**config.mk**
```make
export PLATFORM = sky130hd
export DESIGN_NAME = pc_trace_reader
export DESIGN_NICKNAME = d
export VERILOG_FILES = /design/src/rtl/pc_trace_reader_pkg.sv /design/src/rtl/pc_trace_reader_trace_ram.sv /design/src/rtl/pc_trace_reader.sv
export SDC_FILE = /design/constraint.sdc
export NUM_CORES = 1
export LEC_CHECK = 0
export BUFFER_PORTS_ARGS = -buffer_cell sky130_fd_sc_hd__buf_4
export CORE_AREA = 2 2 205 147
export DETAILED_ROUTE_END_ITERATION = 8
export DIE_AREA = 0 0 207 149
export GPL_TIMING_DRIVEN = 0
export PLACE_DENSITY = 0.48
export RECOVER_POWER = 100
export SETUP_SLACK_MARGIN = 0.4
export SYNTH_ARGS = -nofsm -noshare
export SYNTH_HDL_FRONTEND = slang
export SYNTH_HIERARCHICAL = 1
export SYNTH_SLANG_ARGS = --single-unit
```
**constraint.sdc**
```tcl
create_clock -name board_clk -period 4.6 [get_ports board_clk]
set_input_delay 0.46 -clock board_clk [delete_from_list [all_inputs] [get_ports board_clk]]
set_output_delay 0.46 -clock board_clk [all_outputs]
set_load 0.02 [all_outputs]
```
**src/rtl/pc_trace_reader_pkg.sv**
```systemverilog
// Shared trace-buffer definitions used by the PC, the trace reader and the display path.
package pc_trace_reader_pkg;

  localparam int TRACE_DEPTH = 8;
  localparam int TRACE_AW    = 16;

  localparam logic [7:0] DROPS_MAX = 8'd255;

  typedef enum logic {
    ST_LIVE   = 1'b0,
    ST_BROWSE = 1'b1
  } trace_state_e;

  // Saturating increment for the dropped-address counter.
  function automatic logic [7:0] sat_inc8(input logic [7:0] value);
    logic [7:0] result;
    if (value == DROPS_MAX) begin
      result = value;
    end else begin
      result = value + 8'd1;
    end
    return result;
  endfunction

endpackage

```
**src/rtl/pc_trace_reader_trace_ram.sv**
```systemverilog
// Circular trace storage: synchronous write, asynchronous read.
module trace_ram #(
  parameter int DEPTH = 8,
  parameter int AW    = 16
) (
  input  logic                     clk,
  input  logic                     we,
  input  logic [$clog2(DEPTH)-1:0] waddr,
  input  logic [AW-1:0]            wdata,
  input  logic [$clog2(DEPTH)-1:0] raddr,
  output logic [AW-1:0]            rdata
);

  logic [AW-1:0] mem_r [DEPTH];

  // Contents are left unreset; the occupancy count masks stale entries.
  always_ff @(posedge clk) begin
    if (we) begin
      mem_r[waddr] <= wdata;
    end
  end

  assign rdata = mem_r[raddr];

endmodule

```
**src/rtl/pc_trace_reader.sv**
```systemverilog
// PC trace history with a LIVE/BROWSE cursor; shows the selected entry on the display.
module pc_trace_reader
  import pc_trace_reader_pkg::*;
#(
  parameter int  DEPTH = TRACE_DEPTH,
  parameter int  AW    = TRACE_AW,
  localparam int PW    = $clog2(DEPTH),
  localparam int CW    = PW + 1
) (
  input  logic          board_clk,
  input  logic          reset,
  input  logic [AW-1:0] addr_in,
  input  logic          addr_valid,
  input  logic          rd_prev,
  input  logic          rd_next,
  input  logic          freeze,
  output logic [AW-1:0] disp_addr,
  output logic [PW-1:0] disp_age,
  output logic [CW-1:0] count,
  output logic          empty,
  output logic          full,
  output logic          live,
  output logic [7:0]    drops
);

  localparam logic [CW-1:0] DEPTH_C = CW'(DEPTH);

  trace_state_e  state_r;
  trace_state_e  state_n_s;
  logic [PW-1:0] wp_r;
  logic [PW-1:0] wp_n_s;
  logic [PW-1:0] age_r;
  logic [PW-1:0] age_n_s;
  logic [PW-1:0] rd_idx_s;
  logic [CW-1:0] count_r;
  logic [CW-1:0] count_n_s;
  logic [AW-1:0] ram_rdata_s;
  logic [AW-1:0] disp_n_s;
  logic          wr_s;
  logic          drop_s;
  logic          prev_s;
  logic          next_s;

  trace_ram #(
    .DEPTH (DEPTH),
    .AW    (AW)
  ) u_trace_ram (
    .clk   (board_clk),
    .we    (wr_s),
    .waddr (wp_r),
    .wdata (addr_in),
    .raddr (rd_idx_s),
    .rdata (ram_rdata_s)
  );

  // Next-state: write first, then navigation against the post-write buffer.
  always_comb begin
    wr_s   = addr_valid && !freeze && (state_r == ST_LIVE);
    drop_s = addr_valid && !wr_s;
    prev_s = rd_prev && !rd_next;
    next_s = rd_next && !rd_prev;

    if (wr_s) begin
      wp_n_s = wp_r + PW'(1);
    end else begin
      wp_n_s = wp_r;
    end

    if (wr_s && (count_r != DEPTH_C)) begin
      count_n_s = count_r + CW'(1);
    end else begin
      count_n_s = count_r;
    end

    state_n_s = state_r;
    age_n_s   = age_r;
    case (state_r)
      ST_LIVE: begin
        if (prev_s && (count_n_s >= CW'(2))) begin
          state_n_s = ST_BROWSE;
          age_n_s   = PW'(1);
        end else begin
          state_n_s = ST_LIVE;
          age_n_s   = '0;
        end
      end
      ST_BROWSE: begin
        if (prev_s) begin
          if ({1'b0, age_r} < (count_r - CW'(1))) begin
            age_n_s = age_r + PW'(1);
          end else begin
            age_n_s = age_r;
          end
        end else if (next_s) begin
          age_n_s = age_r - PW'(1);
          if (age_r == PW'(1)) begin
            state_n_s = ST_LIVE;
          end else begin
            state_n_s = ST_BROWSE;
          end
        end else begin
          age_n_s = age_r;
        end
      end
      default: begin
        state_n_s = ST_LIVE;
        age_n_s   = '0;
      end
    endcase

    // Newest entry sits just behind the write pointer; PW-bit math wraps modulo DEPTH.
    rd_idx_s = wp_n_s - PW'(1) - age_n_s;

    if (count_n_s == '0) begin
      disp_n_s = '0;
    end else if (wr_s && (rd_idx_s == wp_r)) begin
      disp_n_s = addr_in;
    end else begin
      disp_n_s = ram_rdata_s;
    end
  end

  // State, pointers, counters and registered display outputs.
  always_ff @(posedge board_clk or posedge reset) begin
    if (reset) begin
      state_r   <= ST_LIVE;
      wp_r      <= '0;
      count_r   <= '0;
      age_r     <= '0;
      disp_addr <= '0;
      empty     <= 1'b1;
      full      <= 1'b0;
      live      <= 1'b1;
      drops     <= 8'd0;
    end else begin
      state_r   <= state_n_s;
      wp_r      <= wp_n_s;
      count_r   <= count_n_s;
      age_r     <= age_n_s;
      disp_addr <= disp_n_s;
      empty     <= (count_n_s == '0);
      full      <= (count_n_s == DEPTH_C);
      live      <= (state_n_s == ST_LIVE);
      if (drop_s) begin
        drops <= sat_inc8(drops);
      end else begin
        drops <= drops;
      end
    end
  end

  assign count    = count_r;
  assign disp_age = age_r;

endmodule

```
# After elaboration in Yosys (flattened, before gate mapping)
# Memory sizes are Yosys's and may differ from the RTL's.
# Cells that the tools add are included.
[totals] reg_bits=38 ram_bits=128 inputBits=22 output_inout_bits=34 elab_cells=58 memories=1
[classes] add_sub_neg=8 n_lt_le_gt_ge=2 eq_ne=5 muxes=16 bitwise=3 n_reduce_logical=14
[mem_list] memory="u_trace_ram.mem_r" depth=8 width=16 read_ports=1 rd_ports_with_merged_regs=0 wr=1 line_no="pc_trace_reader_trace_ram.sv:14" rtl="logic [AW-1:0] mem_r [DEPTH];"
[op_table] op="16-bit 2-to-1 mux" count=2
[op_table] op="3-bit 2-to-1 mux" count=4
[op_table] op="8-bit by 1-bit adder with 8-bit output (second input constant)" count=1
[op_table] op="8-bit == test (second input constant)" count=1
[op_table] op="1-bit logical AND" count=8
[op_table] op="1-bit 2-to-1 mux" count=7
[op_table] op="3-bit by 1-bit adder with 3-bit output (second input constant)" count=2
[op_table] op="3-bit case mux with 2 select lines" count=1
[op_table] op="3-bit by 1-bit subtractor with 3-bit output (second input constant)" count=2
[op_table] op="4-bit by 1-bit adder with 4-bit output (second input constant)" count=1
[op_table] op="4-bit == test (second input constant)" count=1
[op_table] op="4-bit by 2-bit greater-or-equal comparator with 1-bit output (second input constant)" count=1
[op_table] op="1-bit zero test" count=4
[op_table] op="4-bit zero test" count=1
[op_table] op="3-bit by 4-bit less-than comparator with 1-bit output" count=1
[op_table] op="4-bit 2-to-1 mux" count=1
[op_table] op="4-bit != test (second input constant)" count=1
[op_table] op="4-bit by 1-bit subtractor with 4-bit output (second input constant)" count=1
[op_table] op="3-bit by 1-bit == test with 1-bit output (second input constant)" count=1
[op_table] op="3-bit == test" count=1
[op_table] op="1-bit NOT" count=3
[op_table] op="3-bit subtractor" count=1
[op_table] op="1-bit case mux with 2 select lines" count=1
[op_table] op="2-bit AND reduction" count=1

# Longest topological paths before layout
[logic_depth] word_depth=14 mapped_depth=25 mapped_depth_nobuf=23

# Cells and area by module
# The synthesis kept the hierarchy.
[modules_own_cells] mod="trace_ram" instances=1 cells_per_inst=198 area_per_inst_um2=4973.5 seq_area_each_um2=3843.7
[modules_own_cells] mod="pc_trace_reader" instances=1 cells_per_inst=205 area_per_inst_um2=2132.0 seq_area_each_um2=953.4

# Least setup slack after synthesis
# Ideal clock, no wire load.
[synth_path] kind="reg2reg" start="reg count_r[0] (netlist: count[0])" end="reg disp_addr[0]" setup_time_ps=126 arrival_time_ps=4834 required_time_ps=4474 slack_ps=-360 path_stages_with_launch=23 path_buffers=2 synth_period_minus_slack_ps=4960 path_cell_list="dfrtp_1 > buf_2 > inv_1 > ha_1 > nand2_1 > o21ai_0 > mux2_2 > nor3_1 > or4b_1 > a21boi_0 > ha_1 > fa_1 > inv_1 > nor2_1 > o21a_1 > a211o_2 > nor2_1 > xor2_1 > buf_1 > mux4_2 > mux2_2 > nand3_1 > a21oi_1"
[synth_between] elab_cells_between_ends=19 classes_between="3 x add/sub; 2 x order compare; 2 x eq/ne; 7 x mux; 4 x reduce/logical; 1 x memory"
[synth_rtl] item="from (decl)" line_no="pc_trace_reader.sv:35" rtl="logic [CW-1:0] count_r;"
[synth_rtl] item="from (signal assigned)" line_no="pc_trace_reader.sv:138" rtl="count_r <= count_n_s;"
[synth_rtl] item="branches (longest 2 deep; another with 4-bit by 1-bit adder with 4-bit output)"
[synth_rtl] item="4-bit 2-to-1 mux *" line_no="pc_trace_reader.sv:69" rtl="if (wr_s && (count_r != DEPTH_C)) begin"
[synth_rtl] item="named net count_n_s[1]" line_no="pc_trace_reader.sv:36" rtl="logic [CW-1:0] count_n_s;"
[synth_rtl] item="4-bit by 2-bit greater-or-equal comparator with 1-bit output *" line_no="pc_trace_reader.sv:79" rtl="if (prev_s && (count_n_s >= CW'(2))) begin"
[synth_rtl] item="1-bit logical AND *" line_no="pc_trace_reader.sv:79"
[synth_rtl] item="1-bit 2-to-1 mux *" line_no="pc_trace_reader.sv:79"
[synth_rtl] item="3-bit case mux with 2 select lines *" line_no="pc_trace_reader.sv:77" rtl="case (state_r)"
[synth_rtl] item="3-bit subtractor *" line_no="pc_trace_reader.sv:112" rtl="rd_idx_s = wp_n_s - PW'(1) - age_n_s;"
[synth_rtl] item="named net rd_idx_s[2]" line_no="pc_trace_reader.sv:34" rtl="logic [PW-1:0] rd_idx_s;"
[synth_rtl] item="memory 8 x 16 bit *"
[synth_rtl] item="named net ram_rdata_s[0]" line_no="pc_trace_reader.sv:37" rtl="logic [AW-1:0] ram_rdata_s;"
[synth_rtl] item="16-bit 2-to-1 mux *" line_no="pc_trace_reader.sv:116" rtl="end else if (wr_s && (rd_idx_s == wp_r)) begin"
[synth_rtl] item="16-bit 2-to-1 mux *" line_no="pc_trace_reader.sv:114" rtl="if (count_n_s == '0) begin"
[synth_rtl] item="named net disp_n_s[0]" line_no="pc_trace_reader.sv:38" rtl="logic [AW-1:0] disp_n_s;"
[synth_rtl] item="to (signal assigned)" line_no="pc_trace_reader.sv:140" rtl="disp_addr <= disp_n_s;"
[synth_rtl] item="to (decl)" line_no="pc_trace_reader.sv:17" rtl="output logic [AW-1:0] disp_addr,"
# Mark *: on every way through the listed nets, which the timed path passes.
# A chain may end at the register's enable or synchronous reset.

# Final worst setup path
[layout_path] start="reg state_r" end="reg disp_addr[13]"
[layout_between] elab_cells_between_ends=17 classes_between="2 x add/sub; 1 x order compare; 1 x eq/ne; 6 x mux; 1 x bitwise; 5 x reduce/logical; 1 x memory"
[layout_rtl] item="from (decl)" line_no="pc_trace_reader.sv:28" rtl="trace_state_e state_r;"
[layout_rtl] item="from (signal assigned)" line_no="pc_trace_reader.sv:136" rtl="state_r <= state_n_s;"
[layout_rtl] item="1-bit NOT"
[layout_rtl] item="1-bit logical AND" line_no="pc_trace_reader.sv:58" rtl="wr_s = addr_valid && !freeze && (state_r == ST_LIVE);"
[layout_rtl] item="named net wr_s" line_no="pc_trace_reader.sv:39" rtl="logic wr_s;"
[layout_rtl] item="1-bit logical AND" line_no="pc_trace_reader.sv:69"
[layout_rtl] item="4-bit 2-to-1 mux" line_no="pc_trace_reader.sv:69"
[layout_rtl] item="named net count_n_s[2]" line_no="pc_trace_reader.sv:36"
[layout_rtl] item="4-bit by 2-bit greater-or-equal comparator with 1-bit output" line_no="pc_trace_reader.sv:79"
[layout_rtl] item="1-bit logical AND" line_no="pc_trace_reader.sv:79"
[layout_rtl] item="1-bit 2-to-1 mux" line_no="pc_trace_reader.sv:79"
[layout_rtl] item="3-bit case mux with 2 select lines" line_no="pc_trace_reader.sv:77"
[layout_rtl] item="3-bit subtractor" line_no="pc_trace_reader.sv:112"
[layout_rtl] item="named net rd_idx_s[2]" line_no="pc_trace_reader.sv:34"
[layout_rtl] item="memory 8 x 16 bit"
[layout_rtl] item="named net ram_rdata_s[13]" line_no="pc_trace_reader.sv:37"
[layout_rtl] item="16-bit 2-to-1 mux" line_no="pc_trace_reader.sv:116"
[layout_rtl] item="16-bit 2-to-1 mux" line_no="pc_trace_reader.sv:114"
[layout_rtl] item="named net disp_n_s[13]" line_no="pc_trace_reader.sv:38"
# The timed path passes the listed nets, and every way through them passes these cells.

==> impl_metrics.ini <==
[timing]
fmax_ghz = 0.209
final_max_slew_viol_count = 33
finalSetupViolations = 16
fin_crit_sh = 1.04
setup_ws_ns = -0.191
rsz0062_at_grt = true
finClkSkew_ns = 0.0101
worstMarginPinSlew_ns = 1.98
period_needed_ns = 4.79
maxSlewHeadroom = -0.321
finalHoldViolations = 0

[floorplanning]
io_pins = 56
coreArea_um2 = 29200
std_cell_rows = 53
initial_core_util = 0.244
dieWidth_um = 207
fp.dieH_um = 149
die_area_um2 = 30800

[place]
dp_hpwl_mm = 10.8
port-buffer-count = 55
place_congestion = 0.702

[hold_path]
whs_path_depth = 4
hp-start = freeze
hold_class = input port to flip-flop
worstHoldEndpoint = count[0]

[cts]
root_buffer = clkbuf_16
cts_buffers = 17
cts_max_path_buffers = 2
htreeDepth = 4
path_clk_slew_ns = 0.06
clock_sinks = 166
cts_tree = built
clk_latency_ns = 0.43

[setup_path]
crit_chain = buf_6, nor3b_4, o211ai_1, xnor2_1, nor3_2, or4b_4, a21boi_4, ha_2, fa_2, inv_2, nor2_2, o21a_1, a211o_4, nor2_4, xor2_4, buf_8, clkbuf_16, mux4_2, mux2_4, nand3_2, a21oi_2
reg2reg_to = disp_addr[13]
worst-path-max-fanout = 6
crit_path_top_delay_cell = or4b_4
rr_worst_depth = 21
start_kind = flip-flop
critPathArrivalTime_ns = 5.10
reg2reg_slack_ns = -0.19
critPathMaxStageDelay_ns = 0.51
crit_path_end_kind = flip-flop
regToRegStartpoint = state_r
path_class = flip-flop to flip-flop
required_ns = 4.91

[grt]
overflow = 0
grt_pass1_wl_mm = 25.2
grt_start_max_net_pins = 33
antenna_found_initial = 0
grt_usage = 0.111
grt_pass1_vias = 4073

[detailed_routing]
ant_nets = 0
drt-initial-drc-count = 214
vias_per_cell = 4.31
wirelength_mm = 16.8
drtPass1Iterations = 6
wl_per_cell_um = 18.4
drc = 0
vias = 3922

[synth]
avgSynthCellArea_um2 = 17.6
yosys_warnings = 6
ys_ff_latch = 166
synth_area_um2 = 7110
syn_nets = 436
seq_area_frac_synth = 0.675
synth.distinct_cells = 54
postSynthCellCount = 403

[cells_and_area]
layout_commonest_cell = edfxtp_1
layout-drive-gt1-share = 0.405
post-route-util = 0.314
fillers = 2873
n_antenna_cell = 0
final_nets = 544
layout_common_cells = edfxtp_1, buf_4, dfrtp_1
syn_to_final_growth_pct = 28.9

[run]
maxCapViolCount = 1

[status]
status = complete, but fails checks
violations = max-capacitance violations, max-slew violations, negative setup slack
synth_stat cells (all sizes together):
library cell / count / area (um2)
o21bai: 2 / 15.0
fa: 1 / 20.0
a211o: 1 / 10.0
o21a: 4 / 30.0
a2111oi: 1 / 8.76
mux4: 32 / 826
nor2: 11 / 41.3
o22ai: 1 / 6.26
a211oi: 1 / 7.51
nand2b: 4 / 25.0
and4: 1 / 8.76
or4b: 1 / 10.0
mux2: 20 / 225
xor2: 4 / 35.0
nand3: 19 / 145
a21bo: 1 / 10.0
inv: 8 / 30.0
nand3b: 2 / 15.0
nor3b: 1 / 18.8
mux2i: 1 / 10.0
edfxtp: 128 / 3840
ha: 10 / 125
a21o: 1 / 7.51
clkbuf: 3 / 13.8
a31oi: 1 / 6.26
nor3: 6 / 40.0
a21boi: 1 / 7.51
a21oi: 17 / 88.8
or3: 1 / 6.26
buf: 15 / 131
and3: 4 / 26.3
dfstp: 2 / 52.6
nand2: 16 / 60.1
o211ai: 1 / 7.51
or2: 1 / 6.26
dfrtp: 36 / 901
nor2b: 2 / 12.5
o21ai: 24 / 124
and2: 1 / 6.26
xnor2: 14 / 123
nand4: 3 / 18.8
state kept, by name, summed over array words and instances, names as in the netlist:
| name | cells |
|---|---|
| state_r | 1 |
| disp_addr | 16 |
| count | 4 |
| full | 1 |
| empty | 1 |
| u_trace_ram/mem_r | 128 |
| disp_age | 3 |
| drops | 8 |
| wp_r | 3 |
| live | 1 |
cell families after synthesis:
family,synth area share
flip-flops,0.675
buffers and inverters,0.0247
XOR/XNOR,0.0222
adder cells (fa/ha/maj),0.0204
AO/OA/AOI/OAI,0.0463
multiplexers,0.149
AND/OR/NAND/NOR,0.0620
final cells by class:
cell class                 instances  area, um2  area share
clock inverter                    14        150      0.0164
buffer                            18        204      0.0223
inverter                           8       30.0     0.00328
clock buffer                      18        429      0.0469
tap                              385        482      0.0526
multi-input combinational        211       2330       0.255
timing repair buffer              89        732      0.0799
sequential                       166       4800       0.524
metrics by stage:
stage	hold WS (ns)	TNS, ns	worst slack (ns)	cell area, um2	instances
after global routing	0.391	-5.99	-0.395	9160	909
after floorplan	0.559	0	0.123	7220	403
after detailed placement	0.379	-10.11	-0.665	8290	854
final	0.380	-2.79	-0.191	9160	909
after CTS	0.253	-3.59	-0.247	9110	900
after global placement	0.478	-9.11	-0.597	8110	843
worst max-delay path: cells and delay by family (launching register included):
family	cells	cell delay, ns
buffers and inverters	4	0.55
xor gates and xnor gates	2	0.47
adders and majority gates	2	0.58
and+or+nand+nor	6	1.15
DFF	1	0.38
muxes	2	0.56
AOI/OAI and AO/OA	5	0.95
layer usage:
metal | share of wire | global-route usage | vias up
met1 | 0.45 | 0.146 | 2018
met4 | 0.012 | 0.0400 | 0
met2 | 0.48 | 0.179 | 75
met5 | 0 | 0 | -
met3 | 0.059 | 0.0293 | 14
li1 | - | - | 1815
worst max-delay path by stage:
stage                       start             to  slack (ns)
after floorplan           state_r   disp_addr[7]        0.12
after global placement     freeze   disp_addr[3]       -0.60
after detailed placement   freeze   disp_addr[3]       -0.66
after CTS                 state_r  disp_addr[13]       -0.25
after global routing      state_r  disp_addr[13]       -0.40
final                     state_r  disp_addr[13]       -0.19
repair_timing:
action                                  in CTS  in global routing
resized for setup                           27                 19
pin swaps                                   10                 17
hold endpoints to repair                     6                  0
cloned                                       1                  2
endpoints found under the setup margin      16                 16
buffers inserted                            12                  7
hold buffers                                 1                  0
Power is left out: the tool's default activity adds up to more than one toggle a clock period on the data nets, which glitch-free logic cannot reach.
